[src/rtl/uart_tx_fifo.sv]
// UART transmitter with an integrated transmit FIFO, runtime parity and 1/2 stop bits.
// Optional line-break generation (break_req input, BREAK state) when UART_TX_BREAK_EN is defined.
module uart_tx_fifo #(
  parameter int DATA_W     = 8,
  parameter int FIFO_DEPTH = 8,
  parameter int BAUD_DIV   = 868
) (
  input  logic                          clk,
  input  logic                          rst,
  input  logic                          tx_en,
  input  logic                          parity_en,
  input  logic                          odd_parity,
  input  logic                          two_stop,
  input  logic [DATA_W-1:0]             in_data,
  input  logic                          in_valid,
`ifdef UART_TX_BREAK_EN
  input  logic                          break_req,
`endif
  output logic                          in_ready,
  output logic                          tx_out,
  output logic                          busy,
  output logic                          fifo_full,
  output logic                          fifo_empty,
  output logic [$clog2(FIFO_DEPTH):0]   fifo_count
);

  localparam int CNT_W = $clog2(BAUD_DIV);
  localparam int AW    = $clog2(FIFO_DEPTH);
  localparam int CW    = AW + 1;
  localparam int BW    = $clog2(DATA_W + 4);

`ifdef UART_TX_BREAK_EN
  typedef enum logic [2:0] {S_IDLE, S_START, S_DATA, S_PARITY, S_STOP, S_BREAK, S_BRK_END} state_t;
`else
  typedef enum logic [2:0] {S_IDLE, S_START, S_DATA, S_PARITY, S_STOP} state_t;
`endif

  state_t              r_state, w_state_nxt;
  logic [CNT_W-1:0]    r_baud, w_baud_nxt;
  logic [BW-1:0]       r_bit, w_bit_nxt;
  logic                r_tx, w_tx_nxt;
  logic                w_pop, w_push, w_shift, w_bit_end, w_can_start;
  logic [DATA_W-1:0]   r_mem [FIFO_DEPTH];
  logic [DATA_W-1:0]   r_shift, w_head;
  logic [AW-1:0]       r_wr, r_rd;
  logic [CW-1:0]       r_count, w_count_nxt;
  logic                r_full, r_empty;
  logic                r_par, r_par_en, r_two_stop;

  assign w_push      = in_valid && !r_full;
  assign w_head      = r_mem[r_rd];
  assign w_bit_end   = (r_baud == CNT_W'(BAUD_DIV - 1));
  assign w_can_start = tx_en && !r_empty;

  assign in_ready   = !r_full;
  assign tx_out     = r_tx;
  assign busy       = (r_state != S_IDLE);
  assign fifo_full  = r_full;
  assign fifo_empty = r_empty;
  assign fifo_count = r_count;

  always_comb begin
    unique case ({w_push, w_pop})
      2'b10:   w_count_nxt = r_count + CW'(1);
      2'b01:   w_count_nxt = r_count - CW'(1);
      default: w_count_nxt = r_count;
    endcase
  end

  // tx_nxt is the pin value for the cycle after the edge, so the pin is a pure flop
  always_comb begin
    w_state_nxt = r_state;
    w_baud_nxt  = w_bit_end ? '0 : r_baud + CNT_W'(1);
    w_bit_nxt   = r_bit;
    w_tx_nxt    = r_tx;
    w_pop       = 1'b0;
    w_shift     = 1'b0;
    case (r_state)
      S_IDLE: begin
        w_baud_nxt = '0;
        w_bit_nxt  = '0;
        w_tx_nxt   = 1'b1;
`ifdef UART_TX_BREAK_EN
        if (break_req) begin
          w_state_nxt = S_BREAK;
          w_tx_nxt    = 1'b0;
        end else
`endif
        if (w_can_start) begin
          w_pop       = 1'b1;
          w_state_nxt = S_START;
          w_tx_nxt    = 1'b0;
        end
      end
      S_START: begin
        if (w_bit_end) begin
          w_state_nxt = S_DATA;
          w_bit_nxt   = '0;
          w_tx_nxt    = r_shift[0];
        end
      end
      S_DATA: begin
        if (w_bit_end) begin
          if (r_bit == BW'(DATA_W - 1)) begin
            w_bit_nxt = '0;
            if (r_par_en) begin
              w_state_nxt = S_PARITY;
              w_tx_nxt    = r_par;
            end else begin
              w_state_nxt = S_STOP;
              w_tx_nxt    = 1'b1;
            end
          end else begin
            w_bit_nxt = r_bit + BW'(1);
            w_shift   = 1'b1;
            w_tx_nxt  = r_shift[1];
          end
        end
      end
      S_PARITY: begin
        if (w_bit_end) begin
          w_state_nxt = S_STOP;
          w_bit_nxt   = '0;
          w_tx_nxt    = 1'b1;
        end
      end
      S_STOP: begin
        if (w_bit_end) begin
          if (r_two_stop && r_bit == '0) begin
            w_bit_nxt = BW'(1);
          end else if (w_can_start) begin
            w_pop       = 1'b1;
            w_state_nxt = S_START;
            w_bit_nxt   = '0;
            w_tx_nxt    = 1'b0;
          end else begin
            w_state_nxt = S_IDLE;
            w_bit_nxt   = '0;
            w_tx_nxt    = 1'b1;
          end
        end
      end
`ifdef UART_TX_BREAK_EN
      // r_bit saturates once the minimum break length has elapsed
      S_BREAK: begin
        if (w_bit_end) begin
          if (r_bit != BW'(DATA_W + 2)) begin
            w_bit_nxt = r_bit + BW'(1);
          end else if (!break_req) begin
            w_state_nxt = S_BRK_END;
            w_tx_nxt    = 1'b1;
          end
        end
      end
      S_BRK_END: begin
        if (w_bit_end) begin
          w_state_nxt = S_IDLE;
          w_bit_nxt   = '0;
          w_tx_nxt    = 1'b1;
        end
      end
`endif
      default: begin
        w_state_nxt = S_IDLE;
        w_tx_nxt    = 1'b1;
      end
    endcase
  end

  always_ff @(posedge clk) begin
    if (rst) begin
      r_state    <= S_IDLE;
      r_baud     <= '0;
      r_bit      <= '0;
      r_tx       <= 1'b1;
      r_wr       <= '0;
      r_rd       <= '0;
      r_count    <= '0;
      r_full     <= 1'b0;
      r_empty    <= 1'b1;
      r_par_en   <= 1'b0;
      r_two_stop <= 1'b0;
    end else begin
      r_state <= w_state_nxt;
      r_baud  <= w_baud_nxt;
      r_bit   <= w_bit_nxt;
      r_tx    <= w_tx_nxt;
      r_count <= w_count_nxt;
      r_full  <= (w_count_nxt == CW'(FIFO_DEPTH));
      r_empty <= (w_count_nxt == '0);
      if (w_push) r_wr <= r_wr + AW'(1);
      if (w_pop) begin
        r_rd       <= r_rd + AW'(1);
        r_par_en   <= parity_en;
        r_two_stop <= two_stop;
      end
    end
  end

  // Datapath storage carries no reset; pointers and counters define validity
  always_ff @(posedge clk) begin
    if (w_push) r_mem[r_wr] <= in_data;
    if (w_pop) begin
      r_shift <= w_head;
      r_par   <= (^w_head) ^ odd_parity;
    end else if (w_shift) begin
      r_shift <= r_shift >> 1;
    end
  end

endmodule

[config.mk]
export PLATFORM = sky130hd
export DESIGN_NAME = uart_tx_fifo
export DESIGN_NICKNAME = d
export VERILOG_FILES = /design/src/rtl/uart_tx_fifo.sv
export SDC_FILE = /design/constraint.sdc
export NUM_CORES = 1
export LEC_CHECK = 0
export ABC_AREA = 1
export CAP_MARGIN = 20
export CORE_ASPECT_RATIO = 0.7
export CORE_UTILIZATION = 30
export CTS_BUF_LIST = sky130_fd_sc_hd__clkbuf_4 sky130_fd_sc_hd__clkbuf_8
export DETAILED_ROUTE_END_ITERATION = 8
export GPL_ROUTABILITY_DRIVEN = 0
export SLEW_MARGIN = 20
export SYNTH_ARGS = -nofsm -noshare
export SYNTH_HDL_FRONTEND = slang
export SYNTH_SLANG_ARGS = --single-unit
[constraint.sdc]
create_clock -name clk -period 3.2 [get_ports clk]
set_clock_uncertainty 0.15 [all_clocks]
set_input_delay 0.64 -clock clk [delete_from_list [all_inputs] [get_ports clk]]
set_output_delay 0.64 -clock clk [all_outputs]
set_load 0.02 [all_outputs]
* Word-level counts from Yosys, hierarchy flattened
Memories as Yosys holds them, arrays and structs flattened. A register that Yosys moved wholly into a read port is not among the register bits.
Cells that the tools add are included.
** Storage, ports and cells
- Bits in registers :: 41
- Memories kept :: 1
- RAM bits :: 64
- Word-level logic and storage cells :: 94
- Bits in latches :: 0
- ROM bits :: 0
- Bits of input ports :: 15
- Output and inout port bits :: 9
** Cells by class
- Shift-type cells :: 0
- Multiply operators :: 0
- Reductions and logical operators :: 17
- Add/sub/neg operators :: 6
- Div/mod/pow operators :: 0
- Bitwise operators :: 1
- Equal/unequal tests :: 17
- Muxes and demuxes :: 39
- Magnitude comparators :: 0
** Memory list
- r_mem :: words 8, width 8, rd ports 1, clocked after memory_dff 1, wr ports 1, line 43 : logic [DATA_W-1:0] r_mem [FIFO_DEPTH];
** Operators with widths (count)
- $mux 3 :: 10
- $mux 1 :: 18
- $mux 4 :: 4
- $mux 8 :: 2
- $pmux 4 s4 :: 1
- $pmux 3 s5 :: 1
- $ne 2x2->1 const B :: 7
- $add 10x1->10 const B :: 1
- $eq 10x10->1 const B :: 1
- $add 4x1->4 const B :: 2
- $logic_not 4->1 :: 2
- $pmux 4 s2 :: 1
- $reduce_xor 8->1 :: 1
- $reduce_and 7->1 :: 1
- $add 3x1->3 const B :: 2
- $eq 3x2->1 const B :: 2
- $pmux 1 s5 :: 1
- $reduce_and 5->1 :: 1
- $eq 4x3->1 const B :: 1
- $eq 4x4->1 const B :: 1
- $reduce_and 4->1 :: 1
- $reduce_bool 4->1 :: 1
- $sub 4x1->4 const B :: 1
- $eq 3x1->1 const B :: 1
- other kinds (13) :: 16

* Logic depth before layout (Yosys ltp)
- Word-level depth :: 9
- Gate-level depth with buffers :: 19
- Gate-level depth less buffers :: 18

* Worst setup path before layout
Ideal clock, no wire load.
- Path kind :: in2reg
- Start point :: input port tx_en
- End point :: register r_empty (netlist: fifo_empty)
- Setup time :: 74 ps
- Data arrival time :: 2441 ps
- Path buffers :: 1
- Cell stages on the path :: 16
- Required time :: 2976 ps
- Slack :: 534 ps
- Cells stage by stage :: inv_1 nor2_1 nand2_1 a31oi_1 o21ai_1 buf_6 inv_6 ha_1 nor2_1 nor2_1 ha_1 a21oi_1 xor2_1 mux2i_1 nand3_1 o21ai_0
** Between the ends
- Longest elaborated chain between the ends :: 8
- Elaborated cells between the ends (all ways) :: 9
- Classes of those cells :: eq/ne: 2; mux: 5; reduce/logical: 2
** Ends and longest elaborated chain
- from (decl) :: line 10 : input logic tx_en,
- $logic_and 1x1->1 * :: line 53 : assign w_can_start = tx_en && !r_empty;
- $mux 1 * :: line 89, 131
- $mux 1 :: line 129 : if (r_two_stop && r_bit == '0) begin
- $mux 1 :: line 128 : if (w_bit_end) begin
- $pmux 1 s2 * :: line 78 : case (r_state)
- $eq 2x1->1 or $eq 2x2->1 (tied branches) :: line 63 : unique case ({w_push, w_pop})
- $pmux 4 s2 * :: line 63
- $logic_not 4->1 * :: line 190 : r_empty <= (w_count_nxt == '0);
- to (signal assigned) :: line 190
- to (decl) :: line 47 : logic r_full, r_empty;
Every way passes the cells marked *; elsewhere a longest branch is shown, timed or not.
A chain may end at the register's enable or synchronous reset.

* Final worst setup path
Same ends and word-level chain as after synthesis.

==> results.toml <==
[critical_path]
startpoint = "tx_en"
cp-start-kind = "input pin"
category_of_the_critical_setup_timing_path = "in -> reg"
cp-end-kind = "flip-flop"
cp_data_required_time_ns = 3.37
crit_path_cell_trace = "clkdlybuf4s50_1 > inv_1 > nor2_1 > nand2_1 > a31oi_1 > o21ai_1 > inv_6 > ha_1 > nand2_1 > inv_1 > nor2_1 > ha_1 > a21oi_1 > xor2_1 > mux2i_1 > nand3_1 > o21ai_0"
crit_fanout = 3
cp.arrival_ns = 2.97
regToRegStartpoint = "r_baud[0]"
max_stage_delay_ns = 0.46
cpMaxStageDelayCell = "sky130_fd_sc_hd__clkdlybuf4s50_1"

[timing]
final_min_period_over_clock_period_pct = 87.7
final.setup.tns_ns = 0
max_freq_mhz = 356
finalSetupViolCount = 0
rsz0062_at_grt = "false"
maxSlewViolCount = 0
post-route-worst-setup-slack_ns = 0.393
worst_hold_slack_across_all_endpoints_ns = 0.308
worst_slew_pin_slew_ns = 0.757
hold_violations = 0
min_period_ns = 2.81
timing.max_slew.rel_slack_pct = 49.2

[clocking]
numClockSinks = 108
worst_skew_pair.late_latency_ns = 0.38
cts_tree = "done"
hold_buffers_post_cts = 0
ctsHtreeMaxLevel = 3
cts_root_buf = "sky130_fd_sc_hd__clkbuf_8"
cts-root-to-sink-buffers = 2
number_of_buffers_created_by_cts = 9
cts.repair_timing.setup_buffer_count = 0
cts.clk_slew.worst_paths_ns = 0.10
cts.repair.resized = 0

[detailed_routing]
drc = 0
detail_route.wl_per_cell_um = 12.8
firstDrtPassIters = 7
finalWirelength_um = 11100
routed-via-count = 3702
antenna_violating_nets_left = 0
vias_per_cell = 4.28
detailedRoute.firstIterationViolations = 361

[power_and_ir_drop]
internal_power_mw = 2.37
power_switching_share_pct = 36.6
vdd_ir_drop_max_uv = 247
power.static_leakage_nw = 2.48
power.density_cell_area_nw_per_um2 = 640
share_seq_of_total_power_pct = 46.5
power.share.combinational_pct = 32.8
clkPwrFrac_pct = 20.8
power.switching_mw = 1.37
power.total_mw = 3.73

[floorplan]
die_h_um = 112
num_rows = 39
die_outline_area_um2 = 17800
io_pins = 24
initial_core_utilization_pct = 31.1
core-area_um2 = 16600
fp.dieW_um = 159

[synth]
synthesis.yosys.warnings = 0
synthesized_area_fraction_occupied_by_xor_and_xnor_cells_pct = 1.19
netlist_instances = 599
share_of_the_synthesized_area_in_compound_gates_ao_oa_aoi_oai_pct = 5.96
netlist-cell-type-count = 34
sequential_fraction_of_the_synthesis_area_pct = 56.0
synth.mux.area_fraction_pct = 0.387
postSynthRegisterBits = 108
syn_area_um2 = 5170
synthSimpleGateAreaFrac_pct = 24.5
synth_fp_nets = 622
synth-adder-area-share_pct = 1.94
synth_top_family_by_area = "simple AND/OR/NAND/NOR gates"
syn-mean-instance-area_um2 = 8.63

[layout]
final.fill_count = 1681
final_core_utilization_pct = 35.2
finalNetCount = 657
area_growth_pct = 12.9
post_route_cells_drive_above_1_share_pct = 8.29
antenna_cells = 0

[global_route]
grt_max_degree = 31
antenna_violations_before_repair = 0
grt_first_pass_wirelength_um = 18600
grt_usage_pct = 13.3
grt_overflow_total = 0
grt_pass1_vias = 3558

[place]
port_buffer_count = 23
place_worst_setup_slack_ns = -0.00219
hpwl_um = 7710

[outcome]
run_status = "finished clean"

[min_path]
worst_hold_path_type = "reg -> reg"
worstHoldStart = "r_baud[0]"

[run]
cap_viol_max_count = 0
-- area by class of cell --
type,count,area (um^2),share of cell area [%]
timing repair buffer,41,365,6.26
multi-input combinational,380,1760,30.1
sequential,108,2890,49.6
clock buffer,11,139,2.38
inverter,94,363,6.22
tap,225,282,4.82
clock inverter,5,37.5,0.643
-- state kept, by name, indices dropped and copies added, names as in the netlist, named ones only --
| signal | count |
|---|---|
| r_par_en | 1 |
| r_wr | 3 |
| fifo_full | 1 |
| tx_out | 1 |
| r_par | 1 |
| r_baud | 10 |
| r_state | 3 |
| r_two_stop | 1 |
| r_shift | 8 |
| fifo_empty | 1 |
| r_rd | 3 |
| r_bit | 4 |
| fifo_count | 4 |
| r_mem | 64 |
-- cell usage in the layout, fill, tap and decap left out, types with 5 or more instances in the layout --
cell type                           n
sky130_fd_sc_hd__clkbuf_8           9
sky130_fd_sc_hd__xor2_1             5
sky130_fd_sc_hd__nand2_1          200
sky130_fd_sc_hd__o21ai_2            5
sky130_fd_sc_hd__nand3_1           50
sky130_fd_sc_hd__o21ai_0           18
sky130_fd_sc_hd__inv_1             88
sky130_fd_sc_hd__a21oi_1           19
sky130_fd_sc_hd__clkdlybuf4s50_1   23
sky130_fd_sc_hd__nor2_1            44
sky130_fd_sc_hd__edfxtp_1          73
sky130_fd_sc_hd__ha_1               8
sky130_fd_sc_hd__dfxtp_1           35
sky130_fd_sc_hd__buf_4             18
-- stage by stage --
stage | instances | area, um^2
detailed placement | 848 | 5660
floorplan | 599 | 5170
CTS | 864 | 5840
global placement | 848 | 5660
global route | 864 | 5840
finish | 864 | 5840
-- critical path: cells and delay by family --
| kind | cells | cell delay, ns |
|---|---|---|
| AO/OA/AOI/OAI | 4 | 0.60 |
| XOR/XNOR | 1 | 0.10 |
| adder cells (fa/ha/maj) | 2 | 0.36 |
| buffers and inverters | 4 | 0.65 |
| multiplexers | 1 | 0.17 |
| AND/OR/NAND/NOR | 5 | 0.44 |
-- synth_stat cells, drive strengths merged --
cell | number | area (um^2)
nor3b | 1 | 7.51
nand3 | 51 | 260
dfxtp | 35 | 701
a21oi | 19 | 95.1
and3 | 1 | 6.26
inv | 94 | 363
o31ai | 1 | 7.51
o22ai | 1 | 6.26
xor2 | 5 | 43.8
clkbuf | 3 | 11.3
edfxtp | 73 | 2190
ha | 8 | 100
a31oi | 4 | 25.0
nor3 | 3 | 15.0
nor4 | 1 | 12.5
buf | 14 | 144
o21ai | 25 | 144
o211ai | 1 | 7.51
or2 | 2 | 12.5
nand4 | 2 | 12.5
mux2i | 2 | 20.0
xnor2 | 2 | 17.5
nor2 | 45 | 171
a211oi | 3 | 22.5
nand2 | 203 | 769
-- final timing paths --
check                           slack [ns]          to  cells past startpoint
worst min-delay path                  0.31   r_baud[0]                      1
worst min register to register        0.31   r_baud[0]                      1
worst max register to register        0.54  fifo_empty                     15
worst max-delay path                  0.39  fifo_empty                     17
-- power by group through the flow --
| stage | clock (mW) | combinational, mW | sequential (mW) |
|---|---|---|---|
| 2_1_floorplan | 0 | 0.908 | 1.76 |
| 3_3_place_gp | 0 | 1.20 | 1.77 |
| 3_5_place_dp | 0 | 1.21 | 1.77 |
| 4_1_cts | 0.805 | 1.22 | 1.74 |
| 5_1_grt | 0.849 | 1.41 | 1.75 |
| 6_report | 0.775 | 1.22 | 1.73 |
-- layer usage --
layer	vias to the layer above	wire length, um	GRT usage (%)
li1	1983	-	-
met1	1624	6140	20.6
met2	87	4210	18.2
met3	8	610	3.28
met4	0	96	3.53
met5	-	0	0
-- logic make-up (layout without fill, tap and decap cells) --
logic type      count (synthesis)  count (layout)
mux                             2               2
fa+ha+maj                       8               8
simple gates                  309             309
buf+inv                       111             151
flops                         108             108
xor+xnor                        7               7
compound gates                 54              54
(Power assumes the default switching activity.)
